File: src/rtl/alarm_ring_ctrl.sv
// alarm_ring_ctrl: detects alarm time match, rings for a bounded time, and handles snooze/dismiss.
module alarm_ring_ctrl #(
  parameter int RING_SECS   = 30,
  parameter int SNOOZE_SECS = 60,
  parameter int MAX_SNOOZE  = 3
) (
  input  logic       clk,
  input  logic       rst,
  input  logic       tick_1hz,
  input  logic       dicRun,
  input  logic       alarm_ena,
  input  logic [3:0] t_mt,
  input  logic [3:0] t_mo,
  input  logic [3:0] t_st,
  input  logic [3:0] t_so,
  input  logic [3:0] a_mt,
  input  logic [3:0] a_mo,
  input  logic [3:0] a_st,
  input  logic [3:0] a_so,
  input  logic       det_snooze,
  input  logic       det_dismiss,
  output logic       ring,
  output logic       buzz,
  output logic       snoozing,
  output logic [2:0] snz_cnt,
  output logic       ring_done
);
  localparam int RW = $clog2(RING_SECS + 1);
  localparam int SW = $clog2(SNOOZE_SECS + 1);
  typedef enum logic [1:0] {IDLE, RING, SNOOZE} state_t;
  state_t        r_state, w_state;
  logic [RW-1:0] r_ring_cnt, w_ring_cnt;
  logic [SW-1:0] r_snz_tmr, w_snz_tmr;
  logic [2:0]    r_snz_cnt, w_snz_cnt;
  logic          r_blink, w_blink;
  logic          r_match, r_done, w_done;
  logic          w_match, w_hit, w_tick, w_quit;
  assign w_match = {t_mt, t_mo, t_st, t_so} == {a_mt, a_mo, a_st, a_so};
  assign w_hit   = alarm_ena & dicRun & w_match & ~r_match;
  assign w_tick  = tick_1hz & dicRun;
  assign w_quit  = ~alarm_ena | det_dismiss;
  always_comb begin
    w_state    = r_state;
    w_ring_cnt = r_ring_cnt;
    w_snz_tmr  = r_snz_tmr;
    w_snz_cnt  = r_snz_cnt;
    w_blink    = r_blink;
    unique case (r_state)
      IDLE: if (w_hit) begin
        w_state    = RING;
        w_ring_cnt = '0;
        w_snz_cnt  = '0;
        w_blink    = 1'b1;
      end
      RING: if (w_quit) w_state = IDLE;
      else if (det_snooze && r_snz_cnt < 3'(MAX_SNOOZE)) begin
        w_state   = SNOOZE;
        w_snz_cnt = r_snz_cnt + 3'd1;
        w_snz_tmr = '0;
      end else if (w_tick) begin
        w_blink    = ~r_blink;
        w_ring_cnt = r_ring_cnt + 1'b1;
        w_state    = (r_ring_cnt == RW'(RING_SECS - 1)) ? IDLE : RING;
      end
      SNOOZE: if (w_quit) w_state = IDLE;
      else if (w_tick) begin
        w_snz_tmr = r_snz_tmr + 1'b1;
        if (r_snz_tmr == SW'(SNOOZE_SECS - 1)) begin
          w_state    = RING;
          w_ring_cnt = '0;
          w_blink    = 1'b1;
        end
      end
      default: w_state = IDLE;
    endcase
    w_done = (r_state != IDLE) && (w_state == IDLE);
  end
  always_ff @(posedge clk or posedge rst) begin
    if (rst) begin
      r_state    <= IDLE;
      r_ring_cnt <= '0;
      r_snz_tmr  <= '0;
      r_snz_cnt  <= '0;
      r_blink    <= 1'b0;
      r_match    <= 1'b0;
      r_done     <= 1'b0;
    end else begin
      r_state    <= w_state;
      r_ring_cnt <= w_ring_cnt;
      r_snz_tmr  <= w_snz_tmr;
      r_snz_cnt  <= w_snz_cnt;
      r_blink    <= w_blink;
      r_match    <= w_match;
      r_done     <= w_done;
    end
  end
  assign ring      = r_state == RING;
  assign buzz      = ring & r_blink;
  assign snoozing  = r_state == SNOOZE;
  assign snz_cnt   = r_snz_cnt;
  assign ring_done = r_done;
endmodule
File: config.mk
export PLATFORM = sky130hd
export DESIGN_NAME = alarm_ring_ctrl
export DESIGN_NICKNAME = d
export VERILOG_FILES = /design/src/rtl/alarm_ring_ctrl.sv
export SDC_FILE = /design/constraint.sdc
export NUM_CORES = 1
export LEC_CHECK = 0
export CAP_MARGIN = 5
export CORE_MARGIN = 1.5
export CORE_UTILIZATION = 44
export DETAILED_ROUTE_END_ITERATION = 10
export PLACE_DENSITY = 0.85
export SKIP_CTS_REPAIR_TIMING = 1
export SKIP_LAST_GASP = 1
export SLEW_MARGIN = 10
export SYNTH_ARGS = -nofsm -noshare
export SYNTH_HDL_FRONTEND = slang
export SYNTH_SLANG_ARGS = --single-unit
export TNS_END_PERCENT = 20
File: constraint.sdc
create_clock -name clk -period 2.5 [get_ports clk]
set_clock_uncertainty 0.15 [all_clocks]
set_input_delay 0.625 -clock clk [delete_from_list [all_inputs] [get_ports clk]]
set_output_delay 0.625 -clock clk [all_outputs]
set_load 0.01 [all_outputs]
* Word-level counts from Yosys, hierarchy flattened *
Index checks and enable logic that the tools add are counted.

word-level totals
  word-level logic and storage cells = 78
  input port bits = 39
  flip-flop bits (word level) = 19
  output and inout bits = 7

cells by class
  muxes and demuxes = 34
  bitwise operators = 9
  magnitude comparators = 1
  reductions and logical operators = 11
  eq/ne operators = 13
  add/sub/neg operators = 3

operator list
  operator             number
  $mux 5               7
  $mux 6               4
  $eq 16x16->1         1
  $pmux 5 s3           1
  $mux 2               7
  $pmux 6 s2           1
  $mux 3               3
  $mux 1               8
  $ne 2x1->1 const B   4
  $ne 2x2->1 const B   4
  $reduce_and 8->1     1
  $add 6x1->6 const B  1
  $eq 6x6->1 const B   1
  $pmux 2 s3           1
  $pmux 3 s2           1
  $reduce_bool 2->1    3
  $add 5x1->5 const B  1
  $and 1x1->1          5
  $eq 5x5->1 const B   1
  $reduce_and 5->1     1
  $logic_not 2->1      2
  $reduce_and 4->1     1
  $add 3x1->3 const B  1
  $lt 3x2->1 const B   1
  other kinds (7)      10

* Longest topological paths before layout *
  word-level depth = 8
  gate-level depth with buffers = 7

* Worst setup path after synthesis *
OpenSTA, ideal clock, no wires.

  path type = input port to flip-flop
  start = in dicRun
  end = reg r_ring_cnt[0]
  setup slack = 0.454 ns
  data arrival time = 1.776 ns
  data required time = 2.230 ns
  stages = 4
  cells stage by stage = nand2_1 > or4_4 > o31a_1 > a31o_1

on the way
  word-level cells in the longest chain between the ends = 5

ends and longest elaborated chain
  item                                 line  source
  from (decl)                          10    input logic dicRun,
  $and 1x1->1 (3 in a row)             39    assign w_hit = alarm_ena & dicRun & w_match & ~r_match;
  $ne 2x2->1 (no source line)          -
  $reduce_and 8->1 (no source line) *  -
  to (signal assigned)                 89    r_ring_cnt <= w_ring_cnt;
  to (decl)                            32    logic [RW-1:0] r_ring_cnt, w_ring_cnt;

Every way passes the cells marked *; elsewhere a longest branch is shown, timed or not.
A chain may end at the register's enable or synchronous reset.

* Worst setup path in the final report *
  start = reg r_state[0]
  end = out snoozing

on the way
  word-level cells in the longest chain between the ends = 1

ends and longest elaborated chain
  item                    line  source
  from (decl)             31    state_t r_state, w_state;
  from (signal assigned)  88    r_state <= w_state;
  $eq 2x2->1              99    assign snoozing = r_state == SNOOZE;
  to (decl)               24    output logic snoozing,

Every way passes these cells.

==> impl_metrics.yaml <==
status:
  status: "complete, no violations"
floorplanning:
  ios: 46
  core_area_um2: 2710
  row_count: 19
  initial_core_util_pct: 45.6
  die_w_um: 56.0
  die_area_um2: 3140
  die_h_um: 56.0
drt:
  firstDrtPassIters: 4
  vias: 1141
  drtAntennaViolNets: 0
  wl_um: 2850
  drc: 0
  drt_iter0_markers: 46
  wl_per_cell_um: 13.2
  viasPerCell: 5.28
setup_path:
  path_delay_family: "buffers and inverters"
  critPathBufInv: 2
  worstPathCellList: "nand2b_1 > inv_1 > clkdlybuf4s50_1"
  crit_path_end_kind: "output port"
  critPathRequiredTime_ps: 1730
  arrival_ps: 1660
  slowest_delay_ps: 550
  cpMaxStageDelayCell: "clkdlybuf4s50_1"
  critPathKind: "reg2out"
  path_max_fanout: 4
  startpoint_type: "flip-flop"
clock_tree:
  cts.sinks: 19
  clk_path_buf_depth: 2
  cts_buffers: 3
  cts.clk_slew.worst_paths_ps: 100
  h-tree-depth: 1
  clk_latency_ps: 290
  cts_tree: "yes"
  cts_root_buffer: "clkbuf_4"
global_route:
  grt_pass1_vias: 1150
  grt_overflow: 0
  track_usage_pct: 19.5
  grt_pass1_wl_um: 4740
  grt_max_degree: 20
  antenna_found_initial: 0
sta:
  maxSlewHeadroom_pct: 52.2
  finalSetupViolations: 0
  rsz0062_at_grt: "false"
  drv_slew: 0
  whs_ps: 396
  setup_tns_ps: 0
  timing.fmax_ghz: 0.411
  final_hold_viol_count: 0
  max_slew.worst_pin.slew_ps: 716
  post-route-period-util_pct: 97.2
  layout_min_cycle_time_ps: 2430
power_and_ir_drop:
  ir_worst_vdd_uv: 243
  p_leak_uw: 0.000724
  powerDensity_nw_per_um2: 326
finish:
  insertedDiodeCount: 0
  drive_gt1_share_pct: 10.8
  fin_nets: 229
  final_cells: 216
  syn2layout_area_growth_pct: 46.5
placement:
  io_buffers: 45
  dpl.hpwl_um: 2390
  placedCellCount: 212
  gp_congestion: 0.782
logic_synthesis:
  synth_edf_count: 0
  syn_avg_cell_area_um2: 9.51
  synth.distinct_cells: 33
  synth-async-reset-ratio_pct: 100
  synth_seq_cells: 19
  yosysSeqAreaShare_pct: 38.5
  synthCells: 130
  ys.flop_type: "dfrtp_1"
  syn_area_um2: 1240
  yosys_warnings: 0
  syn_nets: 173
flow_run:
  maxCapViolations: 0
min_path:
  hold_path_class: "reg2reg"
-- cell usage after synthesis (3+ instances only) --
cell type | instances | area share, %
o21ai_0 | 6 | 2.4
nand2_1 | 12 | 3.6
nand2b_1 | 5 | 2.5
inv_1 | 6 | 1.8
nor2_1 | 12 | 3.6
a31o_1 | 5 | 3.5
ha_1 | 4 | 4.0
a21oi_1 | 3 | 1.2
nand3_1 | 4 | 1.6
nor3_1 | 4 | 1.6
xnor2_1 | 21 | 15
dfrtp_1 | 19 | 38
nand4_1 | 5 | 2.5
-- cell families (layout without fill, tap and decap cells) --
family / Yosys count / after routing / synth area share [%]
adder cells (fa/ha/maj): 4 / 4 / 4.05
AO/OA/AOI/OAI: 24 / 24 / 15.0
AND/OR/NAND/NOR: 54 / 54 / 25.1
flip-flops: 19 / 19 / 38.5
buffers and inverters: 8 / 63 / 2.53
XOR/XNOR: 21 / 21 / 14.9
-- power by group --
group          internal (uW)  leakage [uW]  total [uW]  switching [uW]
Combinational           80.4      0.000467         120            39.8
Sequential               311      0.000242         316            4.88
Clock                   62.1     0.0000150         154            91.6
Total                    454      0.000724         590             136
-- layout by cell type, fill, tap and decap left out, types with 2 or more instances in the layout --
cell type and n:
clkbuf_4 3, nand2b_1 4, nand3_1 4, nor2_1 12
a31oi_1 2, clkdlybuf4s50_1 45, or3_1 2, a21oi_1 3
xnor2_1 21, ha_1 4, nor3_1 4, dfrtp_1 19
buf_4 8, o21ai_0 6, nor4_2 2, nand2_1 12
nor2b_1 2, nand4_1 5, inv_1 5, a31o_1 5
-- registers in the layout, summed over array words and instances (netlist names) --
register and cells:
ring_done 1, r_state 2, r_snz_tmr 6, r_ring_cnt 5, r_match 1, r_blink 1
snz_cnt 3
-- per-stage QoR --
stage | util [%] | area (um^2) | setup slack, ps | power [uW]
after floorplan | - | 1240 | 454 | 367
after global placement | 65.6 | 1780 | -61.0 | 441
after detailed placement | 65.6 | 1780 | -119 | 444
after CTS | 66.5 | 1800 | -60.1 | 595
after global routing | 66.8 | 1810 | 7.03 | 614
final | 66.8 | 1810 | 69.5 | 590
-- cell type report --
cell class / instances / area, um^2
fillers: 226 / 900
multi-input cells: 103 / 737
repair buffers: 53 / 510
flip-flops and latches: 19 / 475
well taps: 31 / 38.8
clock buffers: 4 / 26.3
inverters: 6 / 22.5
-- metal layers --
layer  global-route usage, %  vias up  part of all wire [%]
met3                    1.63        4                   5.0
met4                    8.16        0                   1.5
met2                    36.6       47                    53
met5                       0        -                     0
li1                        -      571                     -
met1                    22.2      519                    40
-- worst paths after layout --
check	from	endpoint	slack, ps	cells after the start
worst max-delay path	r_state[0]	snoozing	70	3
worst min-delay path	snz_cnt[2]	snz_cnt[2]	400	1
worst max register to register	r_snz_tmr[0]	r_ring_cnt[3]	490	5
worst min register to register	snz_cnt[2]	snz_cnt[2]	400	1
max in group asynchronous	rst	r_snz_tmr[2]	1170	2
min in group asynchronous	rst	r_ring_cnt[1]	580	2
No activity file was read; power rests on OpenSTA's default activity.
